## src/rtl/atm_session_ctrl.sv

```systemverilog
// atm_session_ctrl
//   Keypad/card front-end for the ATM core. Walks a session through PIN entry,
//   operation select, amount or new-PIN entry, then holds a request to the core
//   until it answers. Tracks consecutive PIN failures (card retention) and an
//   inactivity timer (card eject).
// Ports
//   clk, rst_n          clock (rising edge), asynchronous active-low reset
//   card_in             card present level; rising edge starts a session
//   card_acc, lang_sel  account number / language, latched on card insertion
//   key_valid, key_code one-cycle key strobe; 0-9 digit, A enter, B clear, C cancel
//   core_resp_valid     core result strobe with core_success / core_pin_ok
//   operation, acc_num, pin, Newpin, amount, language   request fields to the core
//   txn_valid           request valid, held until the core responds
//   txn_ok, card_eject, card_retain, timeout            one-cycle event pulses
module atm_session_ctrl #(
   parameter int         MAX_PIN_TRIES  = 3,
   parameter int         TIMEOUT_CYCLES = 1000,
   parameter logic [2:0] OP_WITHDRAW    = 3'd2,
   parameter logic [2:0] OP_DEPOSIT     = 3'd3,
   parameter logic [2:0] OP_CHPIN       = 3'd4
) (
   input  logic        clk,
   input  logic        rst_n,
   input  logic        card_in,
   input  logic [3:0]  card_acc,
   input  logic        lang_sel,
   input  logic        key_valid,
   input  logic [3:0]  key_code,
   input  logic        core_resp_valid,
   input  logic        core_success,
   input  logic        core_pin_ok,
   output logic [2:0]  operation,
   output logic [3:0]  acc_num,
   output logic        language,
   output logic [15:0] pin,
   output logic [15:0] Newpin,
   output logic [15:0] amount,
   output logic        txn_valid,
   output logic        txn_ok,
   output logic        card_eject,
   output logic        card_retain,
   output logic        timeout
);

   localparam int TW = $clog2(TIMEOUT_CYCLES + 1);
   localparam int FW = $clog2(MAX_PIN_TRIES + 1);

   typedef enum logic [2:0] {
      IDLE, PIN, OPSEL, AMT, NEWPIN, WAIT, EJECT, RETAIN
   } state_t;

   state_t        state;
   logic          card_q;
   logic [2:0]    cnt;       // digits entered in the current field
   logic          op_set;    // an op digit has been keyed since entering OPSEL
   logic [FW-1:0] fail_cnt;
   logic [TW-1:0] timer;

   logic          card_rise, card_fall;
   logic          is_digit, is_enter, is_clear, is_cancel;
   logic          active, expired;
   logic [16:0]   amt_ext;
   logic [15:0]   amt_next;
   logic [FW-1:0] fail_next;

   always_comb begin
      card_rise = card_in & ~card_q;
      card_fall = ~card_in & card_q;
      is_digit  = key_valid && (key_code <= 4'd9);
      is_enter  = key_valid && (key_code == 4'hA);
      is_clear  = key_valid && (key_code == 4'hB);
      is_cancel = key_valid && (key_code == 4'hC);
      active    = (state == PIN) || (state == OPSEL) || (state == AMT) ||
                  (state == NEWPIN) || (state == WAIT);
      // A key in the expiring cycle counts as activity and restarts the timer.
      expired   = active && !key_valid && (timer == TW'(TIMEOUT_CYCLES - 1));
      amt_ext   = 17'(amount) * 17'd10 + 17'(key_code);
      amt_next  = (amt_ext > 17'd9999) ? 16'd9999 : amt_ext[15:0];
      fail_next = fail_cnt + FW'(1);
   end

   always_ff @(posedge clk or negedge rst_n) begin
      if (!rst_n) begin
         state       <= IDLE;
         card_q      <= 1'b0;
         cnt         <= '0;
         op_set      <= 1'b0;
         fail_cnt    <= '0;
         timer       <= '0;
         operation   <= '0;
         acc_num     <= '0;
         language    <= 1'b0;
         pin         <= '0;
         Newpin      <= '0;
         amount      <= '0;
         txn_valid   <= 1'b0;
         txn_ok      <= 1'b0;
         card_eject  <= 1'b0;
         card_retain <= 1'b0;
         timeout     <= 1'b0;
      end else begin
         card_q      <= card_in;
         txn_ok      <= 1'b0;
         card_eject  <= 1'b0;
         card_retain <= 1'b0;
         timeout     <= 1'b0;
         if (active)    timer <= timer + TW'(1);
         if (key_valid) timer <= '0;

         if (active && card_fall) begin
            txn_valid <= 1'b0;
            timer     <= '0;
            state     <= EJECT;
         end else if (state == WAIT && core_resp_valid) begin
            // Response beats a same-cycle key; WAIT ignores keys anyway.
            txn_valid <= 1'b0;
            timer     <= '0;
            cnt       <= '0;
            if (!core_pin_ok) begin
               fail_cnt <= fail_next;
               if (fail_next >= FW'(MAX_PIN_TRIES)) begin
                  state <= RETAIN;
               end else begin
                  pin   <= '0;
                  state <= PIN;
               end
            end else begin
               fail_cnt  <= '0;
               txn_ok    <= core_success;
               amount    <= '0;
               Newpin    <= '0;
               operation <= '0;
               op_set    <= 1'b0;
               state     <= OPSEL;
            end
         end else if (expired) begin
            timeout   <= 1'b1;
            txn_valid <= 1'b0;
            timer     <= '0;
            state     <= EJECT;
         end else begin
            case (state)
               IDLE: if (card_rise) begin
                  acc_num  <= card_acc;
                  language <= lang_sel;
                  pin      <= '0;
                  Newpin   <= '0;
                  amount   <= '0;
                  cnt      <= '0;
                  timer    <= '0;
                  state    <= PIN;
               end
               PIN: begin
                  if (is_cancel) begin
                     timer <= '0;
                     state <= EJECT;
                  end else if (is_clear) begin
                     pin <= '0;
                     cnt <= '0;
                  end else if (is_digit && cnt < 3'd4) begin
                     pin <= {pin[11:0], key_code};
                     cnt <= cnt + 3'd1;
                  end else if (is_enter && cnt == 3'd4) begin
                     cnt    <= '0;
                     op_set <= 1'b0;
                     timer  <= '0;
                     state  <= OPSEL;
                  end
               end
               OPSEL: begin
                  if (is_cancel) begin
                     timer <= '0;
                     state <= EJECT;
                  end else if (is_digit && key_code <= 4'd7) begin
                     operation <= key_code[2:0];
                     op_set    <= 1'b1;
                  end else if (is_enter && op_set) begin
                     timer <= '0;
                     cnt   <= '0;
                     if (operation == OP_WITHDRAW || operation == OP_DEPOSIT) begin
                        amount <= '0;
                        state  <= AMT;
                     end else if (operation == OP_CHPIN) begin
                        Newpin <= '0;
                        state  <= NEWPIN;
                     end else begin
                        txn_valid <= 1'b1;
                        state     <= WAIT;
                     end
                  end
               end
               AMT: begin
                  if (is_cancel) begin
                     timer <= '0;
                     state <= EJECT;
                  end else if (is_clear) begin
                     amount <= '0;
                     cnt    <= '0;
                  end else if (is_digit && cnt < 3'd4) begin
                     amount <= amt_next;
                     cnt    <= cnt + 3'd1;
                  end else if (is_enter && amount != 16'd0) begin
                     txn_valid <= 1'b1;
                     timer     <= '0;
                     state     <= WAIT;
                  end
               end
               NEWPIN: begin
                  if (is_cancel) begin
                     timer <= '0;
                     state <= EJECT;
                  end else if (is_clear) begin
                     Newpin <= '0;
                     cnt    <= '0;
                  end else if (is_digit && cnt < 3'd4) begin
                     Newpin <= {Newpin[11:0], key_code};
                     cnt    <= cnt + 3'd1;
                  end else if (is_enter && cnt == 3'd4) begin
                     txn_valid <= 1'b1;
                     timer     <= '0;
                     state     <= WAIT;
                  end
               end
               WAIT: ;
               EJECT, RETAIN: begin
                  card_eject  <= (state == EJECT);
                  card_retain <= (state == RETAIN);
                  pin         <= '0;
                  Newpin      <= '0;
                  amount      <= '0;
                  operation   <= '0;
                  fail_cnt    <= '0;
                  cnt         <= '0;
                  op_set      <= 1'b0;
                  timer       <= '0;
                  state       <= IDLE;
               end
               default: state <= IDLE;
            endcase
         end
      end
   end

endmodule

```

## config.mk

```make
export PLATFORM = sky130hd
export DESIGN_NAME = atm_session_ctrl
export DESIGN_NICKNAME = d
export VERILOG_FILES = /design/src/rtl/atm_session_ctrl.sv
export SDC_FILE = /design/constraint.sdc
export NUM_CORES = 1
export LEC_CHECK = 0
export ABC_CLOCK_PERIOD_IN_PS = 4500
export CELL_PAD_IN_SITES_DETAIL_PLACEMENT = 0
export CELL_PAD_IN_SITES_GLOBAL_PLACEMENT = 1
export CORE_ASPECT_RATIO = 1.2
export CORE_MARGIN = 10
export CORE_UTILIZATION = 40
export CTS_CLUSTER_SIZE = 14
export DETAILED_ROUTE_END_ITERATION = 10
export DONT_BUFFER_PORTS = 1
export PLACE_DENSITY_LB_ADDON = 0.3
export SLEW_MARGIN = 20
export SYNTH_ARGS = -nofsm -noshare
export SYNTH_HDL_FRONTEND = slang
export SYNTH_SLANG_ARGS = --single-unit
```

## constraint.sdc

```tcl
create_clock -name clk -period 4.5 [get_ports clk]
set_clock_uncertainty 0.2 [all_clocks]
set_input_delay 0.9 -clock clk [delete_from_list [all_inputs] [get_ports clk]]
set_output_delay 0.9 -clock clk [all_outputs]
set_load 0.05 [all_outputs]
```

==> run metrics <==
Die Y=145 um; port bufs=0; antenna violations before repair=0; FP Rows=45; post-synthesis cell type count=63; synthesized flop and latch total=81; leakage=2.61 nW; DR iter-0 viols=~370; largest net degree at the start of global routing=82; Main synth FF type=dfrtp_1; Least-Margin Pin Slew=0.755 ns; Mean Syn Cell Area=8.82 um2; Core ar.=12700 um2; CTS Buffer Depth=2; synthesized-area fraction occupied by adder cells=0.0848; # hold bufs at CTS=0; final setup violation count=0; Final WS setup=0.471 ns; status=finished clean; EDFF count, synth=0; wire per inst=18.3 um; Total Wirelength=14000 um; H-tree Lvls=3; CP Data Required Time=4.56 ns; Root Driver=clkbuf_16; sequential share of the synthesized area=0.390; DIE AREA=18000 um2; worst setup path category=reg -> reg; Die W=between 100 and 150 um; most frequent cells in the layout=dfrtp_1, nand2_1, nand3_1; CTS tree=done; mux share of post-synthesis cell area=0.0128; peak fanout along the critical path=6; HP Class=in -> async; antenna diode instance count=0; largest family of logic cells by synthesized area=simple AND/OR/NAND/NOR gates; Mapped Cells=between 500 and 600; Initial Util=0.410; TritonCTS buffer count=9; gpl congestion=0.911; Detail Placement HPWL=10500 um; first-pass GRT wire length=~22000 um; commonest non-fill, non-tap cell in the layout=dfrtp_1; Period minus WS final=4.03 ns; layout cells sized above 1=0.0952; Synth Area in XOR/XNOR=0.0438; later-pin clock latency in the skew report=0.34 ns; largest vdd supply drop=0.448 mV; via/cell ratio=5.83; Post-CTS Setup Bufs=0; RSZ-0062 raised after global routing=false; syn nets=~640; TritonCTS Sinks=just over 80; pwr/cell area=715 nW/um2; Max-cap violations=0; Final Cycle Share=0.895; gr ovfl total=0; Synth area leaders=dfrtp_1, ha_1, nand3_1; total number of yosys warnings=0; Post-synth ARST share=1.00; simple-gate share of the synthesized area=0.217; top-area cell type share of the netlist area=0.390; router iterations before antenna repair=6; crit start category=flop; Crit path arrival time=slightly above 4 ns; nets=644; Hold Fails Final Rpt=0; total number of vias=4447; gr usage total=0.156; mapped cell area=5200 um2; max_slew headroom=0.490; fmax=248 MHz; post-route antenna net violation count=0; Post-Place Setup Slack=0.470 ns; Fin Setup TNS=0 ns; Compound-Gate Fraction of Synth Area=0.201; DRC viols=0; Post-CTS Resized=0; num ports=77; Area Growth Syn to Fin=10.8%; largest area contributor in the netlist=dfrtp_1; post-layout power=4.11 mW; Crit. End Element=flop; vias in the first global route=4280; Max Slew Vio Count=0; clock slew at reported path FFs=0.06 ns
Yosys cell counts (all sizes together) (5+ instances only):
master	number
a221o	6
xor2	13
nand3	51
or3	5
a211o	8
and2	8
a21o	7
nor3	13
a311o	5
ha	32
a21oi	29
o21ai	56
inv	43
and3	7
a31oi	9
nand2	54
o21a	5
clkbuf	21
xnor2	13
o211ai	5
nand2b	9
dfrtp	81
nand4	8
mux2	5
nor4	7
nor2	34
state kept, by name, indices dropped and copies added (netlist names):
| name | count |
|---|---|
| Newpin | 16 |
| acc_num | 4 |
| amount | 16 |
| card_eject | 1 |
| card_q | 1 |
| card_retain | 1 |
| cnt | 3 |
| fail_cnt | 2 |
| language | 1 |
| op_set | 1 |
| operation | 3 |
| pin | 16 |
| state | 3 |
| timeout | 1 |
| timer | 10 |
| txn_ok | 1 |
| txn_valid | 1 |
layer usage:
metal | track usage | wire, um | up-vias
met1 | 0.185 | 5710 | 2155
met4 | 0.0667 | 322 | 0
met3 | 0.0345 | 750 | 25
met5 | 0 | 0 | -
met2 | 0.264 | 7170 | 120
li1 | - | - | 2147
metrics by stage:
| step | util | hold slack [ns] | std cells | instance area [um2] |
|---|---|---|---|---|
| after detailed placement | 0.431 | 0.290 | 747 | 5460 |
| after global placement | 0.431 | 0.267 | 747 | 5460 |
| final | 0.454 | 0.0519 | 763 | 5760 |
| after CTS | 0.454 | 0.0387 | 763 | 5750 |
| after floorplan | - | 0.252 | 589 | 5200 |
| after global routing | 0.454 | 0.0314 | 763 | 5760 |
logic make-up after synthesis:
group | after synthesis
AND/OR/NAND/NOR | 216
AO/OA/AOI/OAI | 158
buffers and inverters | 68
flip-flops | 81
XOR/XNOR | 26
multiplexers | 6
adder cells (fa/ha/maj) | 34
cell type report:
class / instances / area (um2)
multi-input cells: 440 / 2930
fillers: 1235 / 6910
clock inverters: 6 / 48.8
clock buffers: 10 / 239
well taps: 164 / 205
flip-flops and latches: 81 / 2030
inverters: 43 / 161
repair buffers: 19 / 143
path summary, 6_finish.rpt:
| kind | cells past startpoint | from | slack (ns) | endpoint |
|---|---|---|---|---|
| min | 0 | rst_n | 0.05 | Newpin[7]$_DFFE_PN0P_ |
| min in group clk | 2 | fail_cnt[1]$_DFFE_PN0P_ | 0.30 | fail_cnt[1]$_DFFE_PN0P_ |
| max | 12 | amount[3]$_DFFE_PN0P_ | 0.47 | amount[4]$_DFFE_PN0P_ |
| max reg2reg | 12 | amount[3]$_DFFE_PN0P_ | 0.47 | amount[4]$_DFFE_PN0P_ |
| min reg2reg | 2 | fail_cnt[1]$_DFFE_PN0P_ | 0.30 | fail_cnt[1]$_DFFE_PN0P_ |
| max in group asynchronous | 0 | rst_n | 3.90 | cnt[1]$_DFFE_PN0P_ |
power by group:
group / internal (mW) / switching (mW)
sequential: 0.888 / 0.533
clock: 0.393 / 0.313
combinational: 0.728 / 1.26
critical path, stage by stage, from the launching register on:
cell	delay, ns
dfrtp_1	0.44
ha_1	0.30
ha_1	0.23
fa_1	0.42
xor2_1	0.28
nand2_1	0.17
nor4b_4	0.37
and4_4	0.30
nand4_1	0.13
nor4_2	0.29
o32ai_1	0.15
or4_4	0.49
o31ai_4	0.18
No activity file was read; power rests on OpenSTA's default activity.
